==> config.mk <==
export PLATFORM = sky130hd
export DESIGN_NAME = loop_nest_issuer
export DESIGN_NICKNAME = d
export VERILOG_FILES = /design/src/rtl/loop_nest_issuer.sv
export SDC_FILE = /design/constraint.sdc
export NUM_CORES = 1
export LEC_CHECK = 0
export ABC_AREA = 1
export BUFFER_PORTS_ARGS = -buffer_cell sky130_fd_sc_hd__buf_2
export CORE_MARGIN = 2
export CORE_UTILIZATION = 60
export DETAILED_ROUTE_END_ITERATION = 8
export PLACE_DENSITY = 0.85
export SETUP_SLACK_MARGIN = 0.15
export SYNTH_ARGS = -nofsm -noshare
export SYNTH_HDL_FRONTEND = slang
export SYNTH_SLANG_ARGS = --single-unit
export TNS_END_PERCENT = 5
==> constraint.sdc <==
create_clock -name clk -period 2.5 [get_ports clk]
set_clock_uncertainty 0.15 [all_clocks]
set_input_delay 0.375 -clock clk [delete_from_list [all_inputs] [get_ports clk]]
set_output_delay 0.375 -clock clk [all_outputs]
set_load 0.02 [all_outputs]
==> src/rtl/loop_nest_issuer.sv <==
// Iteration generator for a DIMS-deep perfectly nested loop. It issues one index tuple every II
// cycles, supports stalls, and can restart seamlessly on the final iteration.
module loop_nest_issuer #(
    parameter int unsigned DIMS = 2,
    parameter int unsigned W    = 16,
    parameter logic [DIMS*W-1:0] TRIP = {16'd2, 16'd3},
    parameter int unsigned II   = 1
) (
    input  logic              clk,
    input  logic              rst,
    input  logic              start,
    input  logic              stall,
    output logic [DIMS*W-1:0] idx,
    output logic              valid,
    output logic              first,
    output logic              last,
    output logic              busy,
    output logic              done
);

    localparam int unsigned PW = (II > 1) ? $clog2(II) : 1;
    localparam logic [PW-1:0] PHASE_MAX = PW'(II - 1);

    typedef enum logic [0:0] {StIdle, StRun} state_e;

    state_e             state_q, state_d;
    logic [DIMS*W-1:0]  idx_q, idx_d, idx_inc;
    logic [PW-1:0]      phase_q, phase_d;
    logic               done_q, done_d;
    logic [DIMS-1:0]    at_max;
    logic               zero_trip;
    logic               is_last;
    logic               is_first;

    always_comb begin
        zero_trip = 1'b0;
        for (int d = 0; d < int'(DIMS); d++) begin
            if (TRIP[d*W +: W] == '0) zero_trip = 1'b1;
            at_max[d] = (idx_q[d*W +: W] == TRIP[d*W +: W] - W'(1));
        end
    end

    // Mixed-radix increment: each dim at its maximum wraps to 0 and passes the carry on.
    always_comb begin
        logic carry;
        carry   = 1'b1;
        idx_inc = idx_q;
        for (int d = 0; d < int'(DIMS); d++) begin
            if (carry) begin
                if (at_max[d]) begin
                    idx_inc[d*W +: W] = '0;
                end else begin
                    idx_inc[d*W +: W] = idx_q[d*W +: W] + W'(1);
                    carry = 1'b0;
                end
            end
        end
    end

    always_comb begin
        is_last  = &at_max;
        is_first = (idx_q == '0);
        busy     = (state_q == StRun);
        valid    = busy && (phase_q == '0) && !stall;
        first    = valid && is_first;
        last     = valid && is_last;
        done     = done_q;
        idx      = idx_q;
    end

    always_comb begin
        state_d = state_q;
        idx_d   = idx_q;
        phase_d = phase_q;
        done_d  = 1'b0;
        unique case (state_q)
            StIdle: begin
                if (start) begin
                    if (zero_trip) begin
                        done_d = 1'b1;
                    end else begin
                        state_d = StRun;
                        idx_d   = '0;
                        phase_d = '0;
                    end
                end
            end
            StRun: begin
                if (!stall) begin
                    phase_d = (phase_q == PHASE_MAX) ? '0 : phase_q + PW'(1);
                end
                if (valid) begin
                    if (is_last) begin
                        // A start coinciding with the final issue keeps RUN for a fresh nest.
                        done_d  = 1'b1;
                        idx_d   = '0;
                        phase_d = '0;
                        state_d = start ? StRun : StIdle;
                    end else begin
                        idx_d = idx_inc;
                    end
                end
            end
            default: state_d = StIdle;
        endcase
    end

    always_ff @(posedge clk) begin
        if (rst) begin
            state_q <= StIdle;
            idx_q   <= '0;
            phase_q <= '0;
            done_q  <= 1'b0;
        end else begin
            state_q <= state_d;
            idx_q   <= idx_d;
            phase_q <= phase_d;
            done_q  <= done_d;
        end
    end

endmodule

After elaboration in Yosys (flattened, before gate mapping)
Index checks and enable logic that the tools add are counted.
- register bits: 35
- bits in latches: 0
- bits in writable memories: 0
- memory bits (read-only): 0
- input bits: 4
- output and inout port bits: 37
- word-level logic and storage cells: 45
- memories: 0
- add/sub/neg operators: 3
- multipliers: 0
- div/mod/pow operators: 0
- magnitude comparators: 0
- equal/unequal tests: 5
- shifts and indexed selects: 0
- mux-type cells: 21
- bitwise operators: 2
- reductions and logical operators: 9
- operators by type and width (operator ; count):
    $mux 32 ; 3
    $pmux 32 s2 ; 1
    $mux 16 ; 3
    $add 16x1->16 const B ; 2
    $logic_not 32->1 ; 1
    $eq 16x1->1 const B ; 1
    $eq 16x2->1 const B ; 1
    $mux 1 ; 11
    $pmux 1 s2 ; 3
    $logic_and 1x1->1 ; 4
    $ne 2x2->1 const B ; 2
    $reduce_and 2->1 ; 2
    $ne 3x1->1 const B ; 1
    $reduce_and 3->1 ; 1
    $not 1->1 ; 2
    $add 1x1->1 const B ; 1
    $logic_not 1->1 ; 1

Longest topological paths before layout
Gate-level depths: netlist (run 1).
- depth after elaboration: 6
- depth in mapped cells: 12
- depth with buffers taken out: 11

Least setup slack after synthesis (run 1)
Ideal clock, no wire load.
- path type: register -> output
- from: register state_q, in the netlist busy
- to: output port first
- arrival time: 1.455 ns
- data required time: 1.975 ns
- slack: 0.520 ns
- stages on the path, launching flop included: 5
- path buffers: 0
- path through: dfxtp_1 -> nand3b_1 -> inv_2 -> nand3_1 -> nor3_1
- longest elaborated chain between the ends: 3
- RTL lines (element ; RTL line ; source):
    start: declaration ; 26 ; state_e state_q, state_d;
    start signal: assignment ; 110 ; state_q <= StIdle;
    start signal: assignment ; 115 ; state_q <= state_d;
    $logic_and 1x1->1 (2 in a row) ; 64 ; valid = busy && (phase_q == '0) && !stall;
    net valid ; 14 ; output logic valid,
    $logic_and 1x1->1 ; 65 ; first = valid && is_first;
    end: declaration ; 15 ; output logic first,
The timed path passes the listed nets, and every way through them passes these cells.

Worst setup path after layout (run 1)
- from: register idx_q[0], in the netlist idx[0]
- to: output port last
- longest elaborated chain between the ends: 3
- RTL lines (element ; RTL line ; source):
    start: declaration ; 27 ; logic [DIMS*W-1:0] idx_q, idx_d, idx_inc;
    start signal: assignment ; 116 ; idx_q <= idx_d;
    $eq 16x2->1 ; 39 ; at_max[d] = (idx_q[d*W +: W] == TRIP[d*W +: W] - W'(1));
    $reduce_and 2->1 ; 61 ; is_last = &at_max;
    $logic_and 1x1->1 ; 66 ; last = valid && is_last;
    end: declaration ; 16 ; output logic last,
Every way passes these cells.

==> metrics, run 1 <==
layout cells sized above 1 20.9%; TritonCTS clock tree done; Final Hold Fails 0; TritonCTS buffer count 5; final setup fails 0; GRT Overall Usage 27.7%; required time worst endpoint 1.98 ns; highest metal used met4; main flop type after synthesis dfxtp_1; pin count of the biggest net entering global routing 17; Remaining Overflow, GRT 0; startpoint types flop; Clock Latency Late Sink 0.29 ns; CP peak stage delay 0.35 ns; met1 wire length 2400 µm; Reg clk slew, reported paths 0.07 ns; vias per cell 5.32; Yosys reg bits 35; Horiz. Die Dim 65.4 µm; cell area after layout 2570 µm²; worst vdd ir 228 µV; drt first pass iters 5; leakage power 1.14 nW; post-CTS sizing 0; Comb pwr share 9.3%; slew at the pin with the worst max-slew slack 0.483 ns; Setup TNS Final 0 ns; Wirelength per Cell 12.4 µm; ys async rst share 0%; Mapped Cells 356; slowest CP cell dfxtp_1; vias in the first global route 2092; DP Area 2480 µm²; YS warnings 0; Worst Hold Slack 0.208 ns; I/O pins 41; Die Area 4280 µm²; initial antenna violation count 0; Seq/Total Area, Yosys 31.0%; Reg power frac 51.7%; Avg Inst Size Synth 6.35 µm²; buffers added on ports 40; final period utilization 87.1%; clk buf depth 2; Worst Hold Class in2reg; commonest non-fill, non-tap cell in the layout nand2_1; CTS hold repair buffers 0; CP max FO 5; Starting Density 62.2%; Post-Syn Area 2260 µm²; post-layout utilization of the core 70.7%; EDFF count, synth 0; Post-CTS Setup Inserts 0; Pwr per Cell Area 424 nW/µm²; CP Capture Type output pin; met2 wire len 2800 µm; Cell Int Power 0.000804 W; crit-path cells inv_1, ha_1, nand2_2, nor2_4, nand3_4, nor2_1, buf_2; 1st-iter DRT viols 203; Final nets 408; f_max 459 MHz; Net Sw Power 0.000285 W; RD Place Congestion 0.870; DRC errors left 0; # Max-Cap Violations 0; DR vias 2371; DRT antenna net count 0; hpwl dp 4060 µm; Site Rows 22; RSZ-0062 raised after global routing no; worst setup path class reg2out; Tmin final 2.18 ns; met3 WL 261 µm; CTS H-tree lvls 2; Sink Count 35; Area Overhead vs Synth 13.7%; commonest cells after routing, fill and taps aside 105 x nand2_1, 56 x nor2_1, 40 x buf_2; net count after synthesis 366; Max-slew headroom 67.8%; Total Wirelength 5540 µm; clock share of power 38.9%; Switching Fraction 26.2%; core area 3630 µm²; first-pass GRT wire length 9220 µm; Yosys cell types 31; max-slew violations 0; crit path DAT 1.65 ns; Antenna diodes 0; status complete, no violations; Root Driver clkbuf_8; Die Span Y 65.4 µm
[path summary, 6_finish.rpt]
| check | from | endpoint | slack (ns) | depth (start not counted) |
|---|---|---|---|---|
| max reg2reg | busy | idx[6] | 0.70 | 9 |
| max | idx[0] | last | 0.32 | 7 |
| min | stall | phase_q | 0.21 | 3 |
| min reg2reg | phase_q | phase_q | 0.32 | 2 |
[layout make-up]
cell class                      count  area (µm²)
Multi-Input combinational cell    275        1360
Fill cell                         351        1060
Sequential cell                    35         701
Timing Repair Buffer               42         215
Inverter                           39         146
Clock buffer                        6        82.6
Tap cell                           48        60.1
Clock inverter                      1        5.00
[cells by family after synthesis]
family                   share of synthesized area, %
AO/OA/AOI/OAI                                    8.58
XOR/XNOR                                         1.16
adder cells (fa/ha/maj)                          3.32
buffers and inverters                            8.85
flip-flops                                       31.0
AND/OR/NAND/NOR                                  47.1
[routing by layer]
metal | vias up | track usage (%)
li1 | 1203 | -
met1 | 1087 | 32.9
met2 | 72 | 49.6
met3 | 9 | 5.65
met4 | 0 | 9.11
met5 | - | 0
[cells in the mapped netlist (5+ instances only)]
cell / count / area [µm²]
inv_1: 36 / 135
nand2_2: 11 / 68.8
nand3_1: 23 / 115
nor3_1: 8 / 40.0
ha_1: 6 / 75.1
a21oi_1: 15 / 75.1
a21oi_2: 6 / 52.6
nand2_1: 105 / 394
dfxtp_1: 35 / 701
nor2_2: 6 / 37.5
nand2_4: 5 / 56.3
nor2_1: 56 / 210
o21ai_0: 6 / 30.0
nand4_1: 9 / 56.3
[metrics by stage]
stage	instances	setup WS, ns	total power, W
after floorplan	356	0.520	0.000657
after global placement	439	0.629	0.000675
after CTS	446	0.337	0.00109
after detailed placement	439	0.593	0.000677
final	446	0.324	0.00109
after global routing	446	0.212	0.00113
[sequential cells by signal (all words and copies together) (netlist names)]
| signal | count |
|---|---|
| idx | 32 |
| busy | 1 |
| done | 1 |
| phase_q | 1 |
[power groups by stage]
stage / sequential, W / combinational (W) / clock [W]
after floorplan: 0.000579 / 0.0000772 / 0
after global placement: 0.000576 / 0.0000994 / 0
after detailed placement: 0.000576 / 0.000101 / 0
after CTS: 0.000563 / 0.000101 / 0.000429
after global routing: 0.000564 / 0.000111 / 0.000459
final: 0.000563 / 0.000101 / 0.000424
[worst max-delay path, delay by kind of cell (launching register included)]
kind | cells | cell delay, ns
simple gates | 4 | 0.53
flops | 1 | 0.35
buf+inv | 2 | 0.31
fa+ha+maj | 1 | 0.18
Power figures use the tool's default switching activity.
==> run 2, diff against run 1 <==
--- a/config.mk
+++ b/config.mk
@@ -8,9 +8,10 @@
 export ABC_AREA = 1
 export BUFFER_PORTS_ARGS = -buffer_cell sky130_fd_sc_hd__buf_2
 export CORE_MARGIN = 2
-export CORE_UTILIZATION = 60
+export CORE_UTILIZATION = 56
 export DETAILED_ROUTE_END_ITERATION = 8
-export PLACE_DENSITY = 0.85
+export GPL_ROUTABILITY_DRIVEN = 0
+export PLACE_DENSITY = 0.8
 export SETUP_SLACK_MARGIN = 0.15
 export SYNTH_ARGS = -nofsm -noshare
 export SYNTH_HDL_FRONTEND = slang
==> constraint.sdc (replaced) <==
create_clock -name clk -period 2.33 [get_ports clk]
set_clock_uncertainty 0.15 [all_clocks]
set_input_delay 0.3495 -clock clk [delete_from_list [all_inputs] [get_ports clk]]
set_output_delay 0.3495 -clock clk [all_outputs]
set_load 0.02 [all_outputs]
==> run 2 against run 1 <==
Net effect:
- non-clock buffer count up 2
- design area up 1.6%
- critical path depth unchanged
- first-iteration DRC count down 19%
- hold slack worse by 0.034 ns
- sequential share of layout area down 0.37 points
- cell count up 1.1%
- via count down 1.8%
- clock power up 20%
- count of clock-buffer cells in the layout up 1
==> metrics, run 2 (synthesized netlist as in run 1, its figures left out) <==
status complete, no violations; Worst Hold Class in2reg; worst vdd ir 434 µV (+90%); initial antenna violation count 0 (unchanged); crit-path cells inv_1, ha_1, nand2_1, nor2_1, nand2_2, nor2_1, buf_2; pin count of the biggest net entering global routing 17 (unchanged); slew at the pin with the worst max-slew slack 0.467 ns (-0.0159 ns); Top delay family on crit path simple AND/OR/NAND/NOR gates; RSZ-0062 raised after global routing yes; Reg clk slew, reported paths 0.07 ns (about the same); clk buf depth 2 (unchanged); Die Area 4560 µm² (+6.7%); Max-slew headroom 68.9% (+1.1 points); Final Hold Fails 0 (unchanged); final setup fails 0 (unchanged); cell area after layout 2610 µm² (+1.6%); Setup TNS Final 0 ns (unchanged); number of flip-flops in the largest register 32 (unchanged); DRT antenna net count 0 (unchanged); final period utilization 90.5%; first-pass GRT wire length 9190 µm (-0.30%); commonest non-fill, non-tap cell in the layout nand2_1; crit path DAT 1.61 ns (-0.04 ns); hpwl dp 4090 µm (+0.92%); GRT Overall Usage 26.6% (-1.1 points); 1st-iter DRT viols 164 (-19%); DR vias 2328 (-1.8%); Pwr per Cell Area 468 nW/µm² (+10%); Starting Density 57.3% (-4.9 points); Tmin final 2.11 ns; worst setup path class reg2out; CTS H-tree lvls 2 (unchanged); Buf/Inv on CP 2 (unchanged); vias in the first global route 2005 (-4.2%); vias per cell 5.16 (-2.9%); I/O pins 41 (unchanged); f_max 474 MHz; Die Span Y 67.5 µm (+3.3%); required time worst endpoint 1.83 ns (-0.15 ns); core area 3940 µm² (+8.5%); Wirelength per Cell 12.6 µm (+1.7%); buffers added on ports 40 (unchanged); CP peak stage delay 0.35 ns (about the same); pre-CTS setup slack 0.532 ns (-0.0610 ns); Total Wirelength 5690 µm (+2.8%); CP Capture Type output pin; layout cells sized above 1 22.2% (+1.3 points); Root Driver clkbuf_8; commonest cells after routing, fill and taps aside 104 x nand2_1, 55 x nor2_1, 40 x buf_2; Clock Latency Late Sink 0.29 ns (about the same); Sink Count 35 (unchanged); slowest CP cell dfxtp_1; Horiz. Die Dim 67.5 µm (+3.3%); Remaining Overflow, GRT 0 (unchanged); DP Area 2480 µm² (+0.10%); slack of the critical path 0.222 ns (-0.102 ns); max-slew violations 0 (unchanged); startpoint types flop; TritonCTS buffer count 5 (unchanged); DRC errors left 0 (unchanged); CP max FO 9 (+4); Final nets 410 (+0.49%); # Max-Cap Violations 0 (unchanged); Site Rows 23 (+4.5%); Worst Hold Slack 0.174 ns (-0.0341 ns); drt first pass iters 4 (-1); TritonCTS clock tree done; most used cell, CP nor2_1; final total power 0.00122 W (+12%); leakage power 1.15 nW (+1.4%); Antenna diodes 0 (unchanged); Area Overhead vs Synth 15.4%
[run 2: cell count changes in the layout (fill, tap and decap cells not counted)]
cell and delta:
clkinvlp_4 +1, nand2_1 -1, nor2_2 +1, clkinv_2 -1, clkbuf_8 +1, dfxtp_1 -1
buf_4 +2, nand2_2 +1, dfxtp_2 +1, nor2_1 -1
[run 2: power breakdown]
group,switching [W],internal (W),total [W]
Combinational,0.0000785,0.0000295,0.000108
Sequential,0.00000466,0.000601,0.000606
Clock,0.000238,0.000269,0.000507
[run 2: timing repair]
| action | in CTS | in global routing |
|---|---|---|
| hold buffers | 0 | 0 |
| setup buffers | 0 | 2 |
| resized for setup | 0 | 3 |
| endpoints found under the setup margin | 0 | 2 |
[run 2: layer usage]
metal	track usage (%)	share of wire (%)	up-vias
li1	-	-	1216
met1	34.0	45	1027
met2	44.1	48	74
met3	6.17	5.6	11
met4	8.16	1.9	0
met5	0	0	-
[run 2: worst register-to-register path: cells and delay by family (launching register included)]
family                     cells  cell delay [ns]
DFF                            1             0.39
adders and majority gates      1             0.21
and+or+nand+nor                3             0.24
buffers and inverters          2             0.24
AOI/OAI and AO/OA              2             0.55
[run 2: area by class of cell]
cell class	instances	area, µm²
clock buffer	7	96.3
clock inverter	1	7.51
fill	367	1330
inverter	39	146
multi-input combinational	275	1370
sequential	35	702
tap	50	62.6
timing repair buffer	44	230
[run 2: through the flow]
step                util [%]  std cells
floorplan                  -        356
global placement        63.0        441
detailed placement      63.0        441
CTS                     65.7        449
global route            66.2        451
finish                  66.2        451
[run 2: final timing paths]
kind / startpoint / endpoint / slack [ns] / cells past startpoint
max: idx[17] / last / 0.22 / 7
min: start / busy / 0.17 / 3
max reg2reg: idx[0] / idx[9] / 0.49 / 8
min reg2reg: phase_q / phase_q / 0.31 / 2
==> run 3, diff against run 2 <==
--- a/config.mk
+++ b/config.mk
@@ -7,11 +7,12 @@
 export LEC_CHECK = 0
 export ABC_AREA = 1
 export BUFFER_PORTS_ARGS = -buffer_cell sky130_fd_sc_hd__buf_2
+export CORE_ASPECT_RATIO = 1.2
 export CORE_MARGIN = 2
-export CORE_UTILIZATION = 56
+export CORE_UTILIZATION = 60
 export DETAILED_ROUTE_END_ITERATION = 8
 export GPL_ROUTABILITY_DRIVEN = 0
-export PLACE_DENSITY = 0.8
+export PLACE_DENSITY = 0.85
 export SETUP_SLACK_MARGIN = 0.15
 export SYNTH_ARGS = -nofsm -noshare
 export SYNTH_HDL_FRONTEND = slang
==> constraint.sdc (replaced) <==
create_clock -name clk -period 2.6 [get_ports clk]
set_clock_uncertainty 0.15 [all_clocks]
set_input_delay 0.39 -clock clk [delete_from_list [all_inputs] [get_ports clk]]
set_output_delay 0.39 -clock clk [all_outputs]
set_load 0.02 [all_outputs]
==> run 3 against run 2 <==
Net effect:
- wire length is 0.39% lower
- power down 5.5%
- sequential power shrank 10%
- die area shrank 6.2%
- hold slack gained 0.056 ns
- critical path depth down 1
- critical path type unchanged
- critical endpoint unchanged
- largest power group unchanged
==> metrics, run 3 (synthesized netlist as in run 1, its figures left out) <==
status complete, no violations; buffers added on ports 40 (unchanged); Worst Hold Slack 0.230 ns (+0.0557 ns); hold endpoint busy; Wirelength per Cell 12.6 µm (about the same); Tmin final 2.16 ns; clk buf depth 2 (unchanged); RSZ-0062 raised after global routing no; DRC errors left 0 (unchanged); final setup fails 0 (unchanged); CTS H-tree lvls 2 (unchanged); required time worst endpoint 2.06 ns (+0.23 ns); Die Area 4280 µm² (-6.2%); final period utilization 83.2%; slew at the pin with the worst max-slew slack 0.492 ns (+0.0247 ns); worst vdd ir 381 µV (-12%); CP peak stage delay 0.37 ns (+0.02 ns); Sink Count 35 (unchanged); commonest cells after routing, fill and taps aside 105 x nand2_1, 56 x nor2_1, 40 x buf_2; pin count of the biggest net entering global routing 18 (+1); slowest CP cell dfxtp_1; Die Span Y 71.2 µm (+5.5%); Final nets 406 (-0.98%); Buf/Inv on CP 1 (-1); Worst Reg-to-Reg Cells 7 (-1); core area 3630 µm² (-7.8%); DR vias 2394 (+2.8%); register-to-register setup slack 0.82 ns (+0.33 ns); Reg clk slew, reported paths 0.07 ns (about the same); hold path cells 3 (unchanged); Horiz. Die Dim 60.0 µm (-11%); initial antenna violation count 0 (unchanged); leakage power 1.14 nW (-1.0%); Site Rows 24 (+4.3%); Area Overhead vs Synth 14.6%; first-pass GRT wire length 9480 µm (+3.2%); post-layout utilization of the core 71.3% (+5.1 points); drt first pass iters 4 (unchanged); Clock Latency Late Sink 0.30 ns (about the same); I/O pins 41 (unchanged); hpwl dp 4220 µm (+3.0%); most used cell, CP nor2_1; Remaining Overflow, GRT 0 (unchanged); Post-Place Cells 441 (unchanged); max-slew violations 0 (unchanged); DRT antenna net count 0 (unchanged); CP Capture Type output pin; Root Driver clkbuf_8; Pwr per Cell Area 445 nW/µm² (-4.8%); CP max FO 9 (unchanged); Top delay family on crit path simple AND/OR/NAND/NOR gates; 1st-iter DRT viols 138 (-16%); crit path DAT 1.62 ns (about the same); vias in the first global route 2337 (+17%); Reg2Reg Capture Point idx[15]; cell area after layout 2590 µm² (-0.72%); # Max-Cap Violations 0 (unchanged); DP Area 2470 µm² (-0.50%); Max-slew headroom 67.2% (-1.6 points); Total Wirelength 5670 µm (-0.39%); commonest non-fill, non-tap cell in the layout nand2_1; worst setup path class reg2out; Post-CTS Setup Inserts 0 (unchanged); Final Hold Fails 0 (unchanged); hold_sp start; layout cells sized above 1 20.9% (-1.3 points); Non-Filler Instances 449 (-0.44%); TritonCTS clock tree done; startpoint types flop; vias per cell 5.33 (+3.3%); Worst Hold Class in2reg; R2R Path Start idx[0]; TritonCTS buffer count 5 (unchanged); GRT Overall Usage 28.7% (+2.1 points); crit-path cells nor2_1, nand2_1, nor2_1, nand2_1, nor2_1, buf_2; number of flip-flops in the largest register 32 (unchanged); Antenna diodes 0 (unchanged); Starting Density 62.2% (+4.9 points); f_max 462 MHz; Setup TNS Final 0 ns (unchanged)
[run 3: cell count changes in the layout (fill, tap and decap cells not counted), sizes merged]
cell	delta
buf	-4
clkinvlp	-1
bufinv	+1
clkbuf	-1
clkinv	+1
[run 3: worst max path at each step]
stage	from	to	slack (ns)	cells past startpoint
2_1_floorplan	busy	first	0.61	4
3_3_place_gp	busy	first	0.67	5
3_5_place_dp	busy	first	0.61	5
4_1_cts	busy	first	0.28	5
5_1_grt	busy	first	0.30	5
6_report	idx[24]	last	0.44	6
[run 3: worst reg2reg max path: cells and delay by family, from the launching register on]
kind / cells / cell delay (ns)
adders and majority gates: 1 / 0.21
and+or+nand+nor: 3 / 0.29
buffers and inverters: 1 / 0.10
AOI/OAI and AO/OA: 2 / 0.57
DFF: 1 / 0.40
[run 3: report_power, final]
part | leakage (nW) | internal [W] | switching, W
Combinational | 0.797 | 0.0000237 | 0.0000669
Clock | 0.0612 | 0.000310 | 0.000208
Sequential | 0.282 | 0.000539 | 0.00000631
Total | 1.14 | 0.000873 | 0.000282
[run 3: repair_timing]
action,4_1_cts,5_1_grt
endpoints found under the setup margin,0,1
gates resized for setup,0,1
endpoints found under the hold margin,0,0
hold buffers,0,0
[run 3: through the flow]
stage	power (W)	setup WS [ns]
5_1_grt	0.00118	0.297
3_5_place_dp	0.000647	0.609
3_3_place_gp	0.000644	0.668
6_report	0.00115	0.436
4_1_cts	0.00116	0.278
2_1_floorplan	0.000631	0.605
[run 3: cell type report]
| cell class | count | area (µm²) |
|---|---|---|
| clock buffer | 6 | 82.6 |
| inverter | 39 | 146 |
| sequential | 35 | 702 |
| timing repair buffer | 40 | 200 |
| tap | 52 | 65.1 |
| multi-input combinational | 275 | 1360 |
| fill | 339 | 1040 |
| clock inverter | 2 | 35.0 |
[run 3: layer usage]
metal / part of all wire (%) / wire, µm / GRT usage [%] / vias up
met5: 0 / 0 / 0 / -
met4: 1.6 / 91 / 14.6 / 0
met3: 5.9 / 337 / 4.87 / 9
met2: 52 / 2950 / 52.1 / 76
met1: 40 / 2290 / 30.7 / 1103
li1: - / - / - / 1206
